===== src/rtl/bist_sequencer_pkg.sv =====
// -----------------------------------------------------------------------------
// bist_sequencer_pkg
// Shared definitions for the BIST start/end sequencer:
//   - state_t  : FSM state encoding (3-bit, IDLE/START/WAIT/GAP/DONE)
//   - PASS     : polarity of the core's pass_fail pin (1 = pass)
//   - cnt_width: width of a down-counter that has to hold values up to max_val
// -----------------------------------------------------------------------------
package bist_sequencer_pkg;

  typedef enum logic [2:0] {
    S_IDLE  = 3'd0,
    S_START = 3'd1,
    S_WAIT  = 3'd2,
    S_GAP   = 3'd3,
    S_DONE  = 3'd4
  } state_t;

  localparam logic PASS = 1'b1;

  // Never returns 0, so a counter built from it always has at least one bit.
  function automatic int cnt_width(input int max_val);
    if (max_val < 2) return 1;
    return $clog2(max_val + 1);
  endfunction

endpackage


===== src/rtl/bist_cycle_timer.sv =====
// -----------------------------------------------------------------------------
// bist_cycle_timer
// Loadable down-counter used for fixed-length holds and as a watchdog.
// Loading value N makes 'expired' rise N cycles later and stay high until the
// next load. Load has priority over clear.
// Ports:
//   clk      in  1  clock, rising edge
//   rst      in  1  synchronous, active-high reset (count -> 0)
//   clear    in  1  force count to 0 (expired)
//   load     in  1  load load_val into the counter
//   load_val in  W  value to load
//   expired  out 1  count has reached zero
// -----------------------------------------------------------------------------
module bist_cycle_timer #(
  parameter int W = 8
) (
  input  logic         clk,
  input  logic         rst,
  input  logic         clear,
  input  logic         load,
  input  logic [W-1:0] load_val,
  output logic         expired
);

  logic [W-1:0] count;

  // NOTE: flops are written with <= so every register samples pre-edge values,
  // independent of the order in which always blocks are evaluated.
  always_ff @(posedge clk) begin
    if (rst) begin
      count <= '0;
    end else if (load) begin
      count <= load_val;
    end else if (clear) begin
      count <= '0;
    end else if (count != '0) begin
      count <= count - W'(1);
    end
  end

  assign expired = (count == '0);

endmodule


===== src/rtl/bist_sequencer.sv =====
// -----------------------------------------------------------------------------
// bist_sequencer
// Initiator side of the BIST start/end handshake. A campaign request issues
// num_runs bist_start pulses to the core, waits for a rising edge of bist_end
// after each one, samples pass_fail on that edge and accumulates pass/fail
// counts. A one-cycle done pulse marks campaign completion.
//
// Optional feature: define BIST_TIMEOUT_EN to build a per-run watchdog. A run
// that sees no bist_end edge within TIMEOUT_CYC cycles counts as a fail and
// sets the sticky timeout_err. Without the macro WAIT waits indefinitely and
// timeout_err is tied to 0.
//
// Ports:
//   clk         in   1      clock, rising edge
//   rst         in   1      synchronous, active-high reset
//   req         in   1      campaign request, sampled only in IDLE
//   num_runs    in   RUN_W  runs per campaign, captured on accept
//   bist_start  out  1      to core: high for START_HOLD cycles per run
//   bist_end    in   1      from core: run finished (rising edge used)
//   pass_fail   in   1      from core: 1 = pass, valid while bist_end=1
//   busy        out  1      campaign in progress
//   done        out  1      one-cycle pulse at campaign completion
//   all_pass    out  1      no failing run in the last campaign
//   pass_count  out  RUN_W  runs reported pass
//   fail_count  out  RUN_W  runs reported fail (or timed out)
//   timeout_err out  1      sticky: a run timed out in this campaign
// -----------------------------------------------------------------------------
module bist_sequencer
  import bist_sequencer_pkg::*;
#(
  parameter int START_HOLD = 10,
  parameter int GAP_CYC    = 4,
  parameter int RUN_W      = 8
`ifdef BIST_TIMEOUT_EN
  , parameter int TIMEOUT_CYC = 4096
`endif
) (
  input  logic             clk,
  input  logic             rst,
  input  logic             req,
  input  logic [RUN_W-1:0] num_runs,
  output logic             bist_start,
  input  logic             bist_end,
  input  logic             pass_fail,
  output logic             busy,
  output logic             done,
  output logic             all_pass,
  output logic [RUN_W-1:0] pass_count,
  output logic [RUN_W-1:0] fail_count,
  output logic             timeout_err
);

  // One timer serves both the START hold and the GAP hold; they never overlap.
  localparam int HOLD_MAX = (START_HOLD > GAP_CYC) ? START_HOLD : GAP_CYC;
  localparam int HOLD_W   = cnt_width(HOLD_MAX);
  localparam logic [HOLD_W-1:0] START_LOAD = HOLD_W'(START_HOLD - 1);
  localparam logic [HOLD_W-1:0] GAP_LOAD   = HOLD_W'(GAP_CYC - 1);

  state_t            state, state_next;
  logic              bist_end_q;
  logic              end_rise;
  logic [RUN_W-1:0]  num_runs_q;
  logic [RUN_W:0]    run_idx;
  logic [RUN_W:0]    run_idx_inc;
  logic              all_pass_q;
  logic              bist_start_q;

  logic              accept;
  logic              run_end;
  logic              run_pass;
  logic              hold_load;
  logic [HOLD_W-1:0] hold_val;
  logic              hold_expired;

`ifdef BIST_TIMEOUT_EN
  localparam int WD_W = cnt_width(TIMEOUT_CYC);
  localparam logic [WD_W-1:0] WD_LOAD = WD_W'(TIMEOUT_CYC - 1);

  logic wd_load;
  logic wd_expired;
  logic run_timeout;
  logic timeout_err_q;
`endif

  // Only a fresh rising edge completes a run; a level left high from an
  // earlier run keeps end_rise low until the core drops and re-raises it.
  assign end_rise    = bist_end & ~bist_end_q;
  assign run_idx_inc = run_idx + (RUN_W + 1)'(1);

  // ---------------------------------------------------------------------------
  // Next-state and control decode
  // ---------------------------------------------------------------------------
  always_comb begin
    // NOTE: every signal written here gets a default first, so no path through
    // the case statement leaves one unassigned and no latch is inferred.
    state_next = state;
    accept     = 1'b0;
    run_end    = 1'b0;
    run_pass   = 1'b0;
    hold_load  = 1'b0;
    hold_val   = START_LOAD;
`ifdef BIST_TIMEOUT_EN
    wd_load     = 1'b0;
    run_timeout = 1'b0;
`endif

    unique case (state)
      S_IDLE: begin
        if (req) begin
          accept = 1'b1;
          if (num_runs == '0) begin
            state_next = S_DONE;
          end else begin
            state_next = S_START;
            hold_load  = 1'b1;
            hold_val   = START_LOAD;
          end
        end
      end

      S_START: begin
        if (hold_expired) begin
          state_next = S_WAIT;
`ifdef BIST_TIMEOUT_EN
          wd_load = 1'b1;
`endif
        end
      end

      S_WAIT: begin
        // A real edge wins over a watchdog expiry in the same cycle.
        if (end_rise) begin
          run_end  = 1'b1;
          run_pass = (pass_fail == PASS);
        end
`ifdef BIST_TIMEOUT_EN
        else if (wd_expired) begin
          run_end     = 1'b1;
          run_timeout = 1'b1;
        end
`endif
        if (run_end) begin
          if (run_idx_inc == {1'b0, num_runs_q}) begin
            state_next = S_DONE;
          end else begin
            state_next = S_GAP;
            hold_load  = 1'b1;
            hold_val   = GAP_LOAD;
          end
        end
      end

      S_GAP: begin
        if (hold_expired) begin
          state_next = S_START;
          hold_load  = 1'b1;
          hold_val   = START_LOAD;
        end
      end

      S_DONE: begin
        state_next = S_IDLE;
      end

      default: begin
        state_next = S_IDLE;
      end
    endcase
  end

  // ---------------------------------------------------------------------------
  // State register and campaign bookkeeping
  // ---------------------------------------------------------------------------
  always_ff @(posedge clk) begin
    if (rst) begin
      state        <= S_IDLE;
      bist_end_q   <= 1'b0;
      bist_start_q <= 1'b0;
      num_runs_q   <= '0;
      run_idx      <= '0;
      pass_count   <= '0;
      fail_count   <= '0;
      all_pass_q   <= 1'b0;
    end else begin
      state      <= state_next;
      bist_end_q <= bist_end;
      // Registered so the pin to the core is driven straight from a flop.
      bist_start_q <= (state_next == S_START);

      if (accept) begin
        num_runs_q <= num_runs;
        run_idx    <= '0;
        pass_count <= '0;
        fail_count <= '0;
        all_pass_q <= 1'b0;
      end else if (run_end) begin
        run_idx <= run_idx_inc;
        if (run_pass) begin
          pass_count <= pass_count + RUN_W'(1);
        end else begin
          fail_count <= fail_count + RUN_W'(1);
        end
      end

      if (state == S_DONE) begin
        all_pass_q <= (fail_count == '0);
      end
    end
  end

  // ---------------------------------------------------------------------------
  // Hold timer (START / GAP lengths); idles at zero outside a campaign
  // ---------------------------------------------------------------------------
  bist_cycle_timer #(
    .W (HOLD_W)
  ) u_hold_timer (
    .clk      (clk),
    .rst      (rst),
    .clear    (state == S_IDLE),
    .load     (hold_load),
    .load_val (hold_val),
    .expired  (hold_expired)
  );

`ifdef BIST_TIMEOUT_EN
  // ---------------------------------------------------------------------------
  // WAIT watchdog: reloaded on every entry to WAIT
  // ---------------------------------------------------------------------------
  bist_cycle_timer #(
    .W (WD_W)
  ) u_watchdog (
    .clk      (clk),
    .rst      (rst),
    .clear    (state == S_IDLE),
    .load     (wd_load),
    .load_val (WD_LOAD),
    .expired  (wd_expired)
  );

  always_ff @(posedge clk) begin
    if (rst) begin
      timeout_err_q <= 1'b0;
    end else if (accept) begin
      timeout_err_q <= 1'b0;
    end else if (run_timeout) begin
      timeout_err_q <= 1'b1;
    end
  end

  assign timeout_err = timeout_err_q;
`else
  assign timeout_err = 1'b0;
`endif

  // ---------------------------------------------------------------------------
  // Outputs
  // ---------------------------------------------------------------------------
  assign bist_start = bist_start_q;
  assign busy       = (state != S_IDLE);
  assign done       = (state == S_DONE);
  // During the done pulse the counts are already final, so the verdict is
  // presented together with done and then held in all_pass_q.
  assign all_pass   = done ? (fail_count == '0) : all_pass_q;

endmodule

===== config.mk =====
export PLATFORM = sky130hd
export DESIGN_NAME = bist_sequencer
export DESIGN_NICKNAME = d
export VERILOG_FILES = /design/src/rtl/bist_sequencer_pkg.sv /design/src/rtl/bist_cycle_timer.sv /design/src/rtl/bist_sequencer.sv
export SDC_FILE = /design/constraint.sdc
export NUM_CORES = 1
export LEC_CHECK = 0
export ABC_CLOCK_PERIOD_IN_PS = 2720
export BUFFER_PORTS_ARGS = -buffer_cell sky130_fd_sc_hd__buf_2
export CELL_PAD_IN_SITES_DETAIL_PLACEMENT = 0
export CELL_PAD_IN_SITES_GLOBAL_PLACEMENT = 1
export CORE_MARGIN = 1
export CORE_UTILIZATION = 42
export DETAILED_ROUTE_END_ITERATION = 6
export PLACE_DENSITY_LB_ADDON = 0.25
export SYNTH_ARGS = -nofsm -noshare
export SYNTH_HDL_FRONTEND = slang
export SYNTH_SLANG_ARGS = --single-unit

===== constraint.sdc =====
create_clock -name clk -period 2.72 [get_ports clk]
set_input_delay 0.272 -clock clk [delete_from_list [all_inputs] [get_ports clk]]
set_output_delay 0.272 -clock clk [all_outputs]
set_load 0.1 [all_outputs]

==> impl_metrics.tcl <==
set metrics [dict create \
    tns_ps 0 \
    cp.arrival_ps 2520 \
    synthArstFlopShare_pct 0 \
    hpwl_um 3350 \
    die_h_um 74.7 \
    grt_max_degree 20 \
    grtUsageTotal_pct 18.1 \
    cts-htree-levels 2 \
    cts_sinks 43 \
    insertion_delay_ps 300 \
    finalWirelength_um 4550 \
    gp_congestion 0.807 \
    seq_power_share_pct 45.0 \
    vias 1899 \
    route.detailed.drc 0 \
    cts_buffer_depth 2 \
    skew_ps 5.22 \
    yosysSeqAreaShare_pct 38.7 \
    period_share_pct 83.7 \
    switching_share_pct 36.4 \
    start_kind "register" \
    synthFlopType "dfxtp_1" \
    dr.pass1.iters 4 \
    drt_iter0_drc 50 \
    finish.utilization_pct 49.4 \
    syn_avg_cell_area_um2 8.17 \
    fp-row-count 26 \
    r2r_start "run_idx[0]" \
    area_growth_pct 13.5 \
    wire_per_inst_um 12.3 \
    p_leak_uw 0.00101 \
    slew_viol_final 0 \
    synthesis.nets 290 \
    nFillCells 537 \
    clkPwrFrac_pct 24.6 \
    core_area_mm2 0.00511 \
    die_x_um 74.7 \
    io_buffers 32 \
    clk_pin_slew_worst_paths_ps 80 \
    p_comb_share_pct 30.4 \
    grt-ovfl-total 0 \
    status "finished clean" \
    final_layout_size_suffix_gt1_share_pct 16.6 \
    nNetsFinal 318 \
    holdPathEnd "bist_end_q" \
    worst_ep_required_time_ps 2960 \
    vias_per_cell 5.12 \
    fin_crit_ps 2280 \
    hold_path_depth 2 \
    root_buffer "clkbuf_8" \
    p_int_uw 1020 \
    end_kind "register" \
    numCtsBuffers 5 \
    ys_types 45 \
    p_per_area_mw_per_mm2 639 \
    die_area_mm2 0.00559 \
    grt_pass1_vias 1692 \
    rsz0062_at_grt "no" \
    grt_pass1_wl_um 7670 \
    antenna_found_initial 0 \
    setup_viol 0 \
    holdCritPathClass "in2reg" \
    hold_path_startpoint "bist_end" \
    io_pins 34 \
    vdd.ir_drop.worst_v 0.000288 \
    drtAntennaViolNets 0 \
    reg2reg_slack_ps 440 \
    ys_ff_latch 43 \
    critical_path.max_fanout 10 \
    fmax_mhz 439 \
    drv_cap 0 \
    synth_edf_count 0 \
    hold_violations 0 \
    reg2regPathDepth 7 \
    ctsHoldBuffers 0 \
    initial_core_util_pct 43.5 \
    cts_tree "built" \
    final_cells 371 \
    yosysWarnings 0 \
    antenna_cells 0 \
    syn_area_mm2 0.00222 \
    synth_cells 272 \
    place_inst 363 \
    cts-resized-gates 0 \
    cts_setup_buffers 0 \
    rr_endpoint "u_hold_timer.count[2]" \
    p_sw_uw 587 \
    path_class "reg2reg" \
]
-- critical path, stage by stage (launching register included) --
cell	delay [ps]
dfxtp_1	430
ha_1	350
nand4_1	150
or4b_1	510
a31oi_1	190
o221a_2	250
nand2b_4	160
and4b_1	190
-- layout by cell type (no fill, tap or decap), types with 7 or more instances in the layout --
| cell type | n |
|---|---|
| nand4_1 | 10 |
| xor2_1 | 13 |
| nand3_1 | 8 |
| nor3_1 | 7 |
| nand2_1 | 37 |
| inv_1 | 8 |
| nor2_1 | 34 |
| dfxtp_1 | 43 |
| a21oi_1 | 16 |
| xnor2_1 | 14 |
| buf_2 | 32 |
-- power groups by stage --
stage,combinational (uW),clock [uW],sequential [uW]
6_report,490,396,726
5_1_grt,542,438,736
4_1_cts,493,417,727
3_5_place_dp,490,0,741
3_3_place_gp,489,0,743
2_1_floorplan,353,0,761
-- layer usage --
layer,up-vias,GRT usage (%),share of wire [%]
met2,39,30.1,44
met5,-,0,0
li1,987,-,-
met1,867,22.9,51
met4,0,7.13,1.6
met3,6,3.75,3.7
-- flip-flops by register name, summed over array words and instances, names as in the netlist --
| register | flops |
|---|---|
| num_runs_q | 8 |
| run_idx | 9 |
| fail_count | 8 |
| pass_count | 8 |
| u_hold_timer.count | 4 |
| state | 3 |
| bist_start | 1 |
| all_pass_q | 1 |
| bist_end_q | 1 |
-- cell type report --
class,count,area [um2],area share (%)
tap,70,87.6,3.47
sequential,43,861,34.1
multi-input combinational,205,1250,49.6
clock buffer,6,72.6,2.88
inverter,9,33.8,1.34
timing repair buffer,36,203,8.04
clock inverter,2,12.5,0.496
-- synthesized netlist by cell type (all sizes together) (8+ instances only) --
| master | count | area, um2 |
|---|---|---|
| dfxtp | 43 | 861 |
| nor2 | 34 | 128 |
| xor2 | 14 | 130 |
| a21oi | 16 | 80.1 |
| xnor2 | 14 | 123 |
| inv | 9 | 33.8 |
| nand2 | 37 | 139 |
| buf | 8 | 50.1 |
| nand4 | 11 | 75.1 |
| nand3 | 8 | 40.0 |
-- worst max-delay path by stage --
stage	to	start
after floorplan	all_pass	fail_count[0]
after global placement	u_hold_timer.count[2]	run_idx[0]
after detailed placement	u_hold_timer.count[2]	run_idx[0]
after CTS	u_hold_timer.count[2]	run_idx[0]
after global routing	u_hold_timer.count[2]	run_idx[0]
final	u_hold_timer.count[2]	run_idx[0]
-- metrics by stage --
| stage | instance area, um2 | total power (uW) | setup WS [ps] | hold WS, ps |
|---|---|---|---|---|
| floorplan | 2220 | 1110 | 286 | 341 |
| global placement | 2440 | 1230 | 550 | 455 |
| detailed placement | 2440 | 1230 | 492 | 461 |
| CTS | 2520 | 1640 | 430 | 195 |
| global route | 2520 | 1720 | 271 | 221 |
| finish | 2520 | 1610 | 443 | 205 |
-- logic make-up after synthesis --
family | synth area share, %
other | 0.169
muxes | 2.25
adders and majority gates | 2.82
buffers and inverters | 4.96
xor gates and xnor gates | 11.4
AOI/OAI and AO/OA | 11.0
and+or+nand+nor | 28.7
DFF | 38.7
Note: power is estimated with default switching activity, not from simulation.
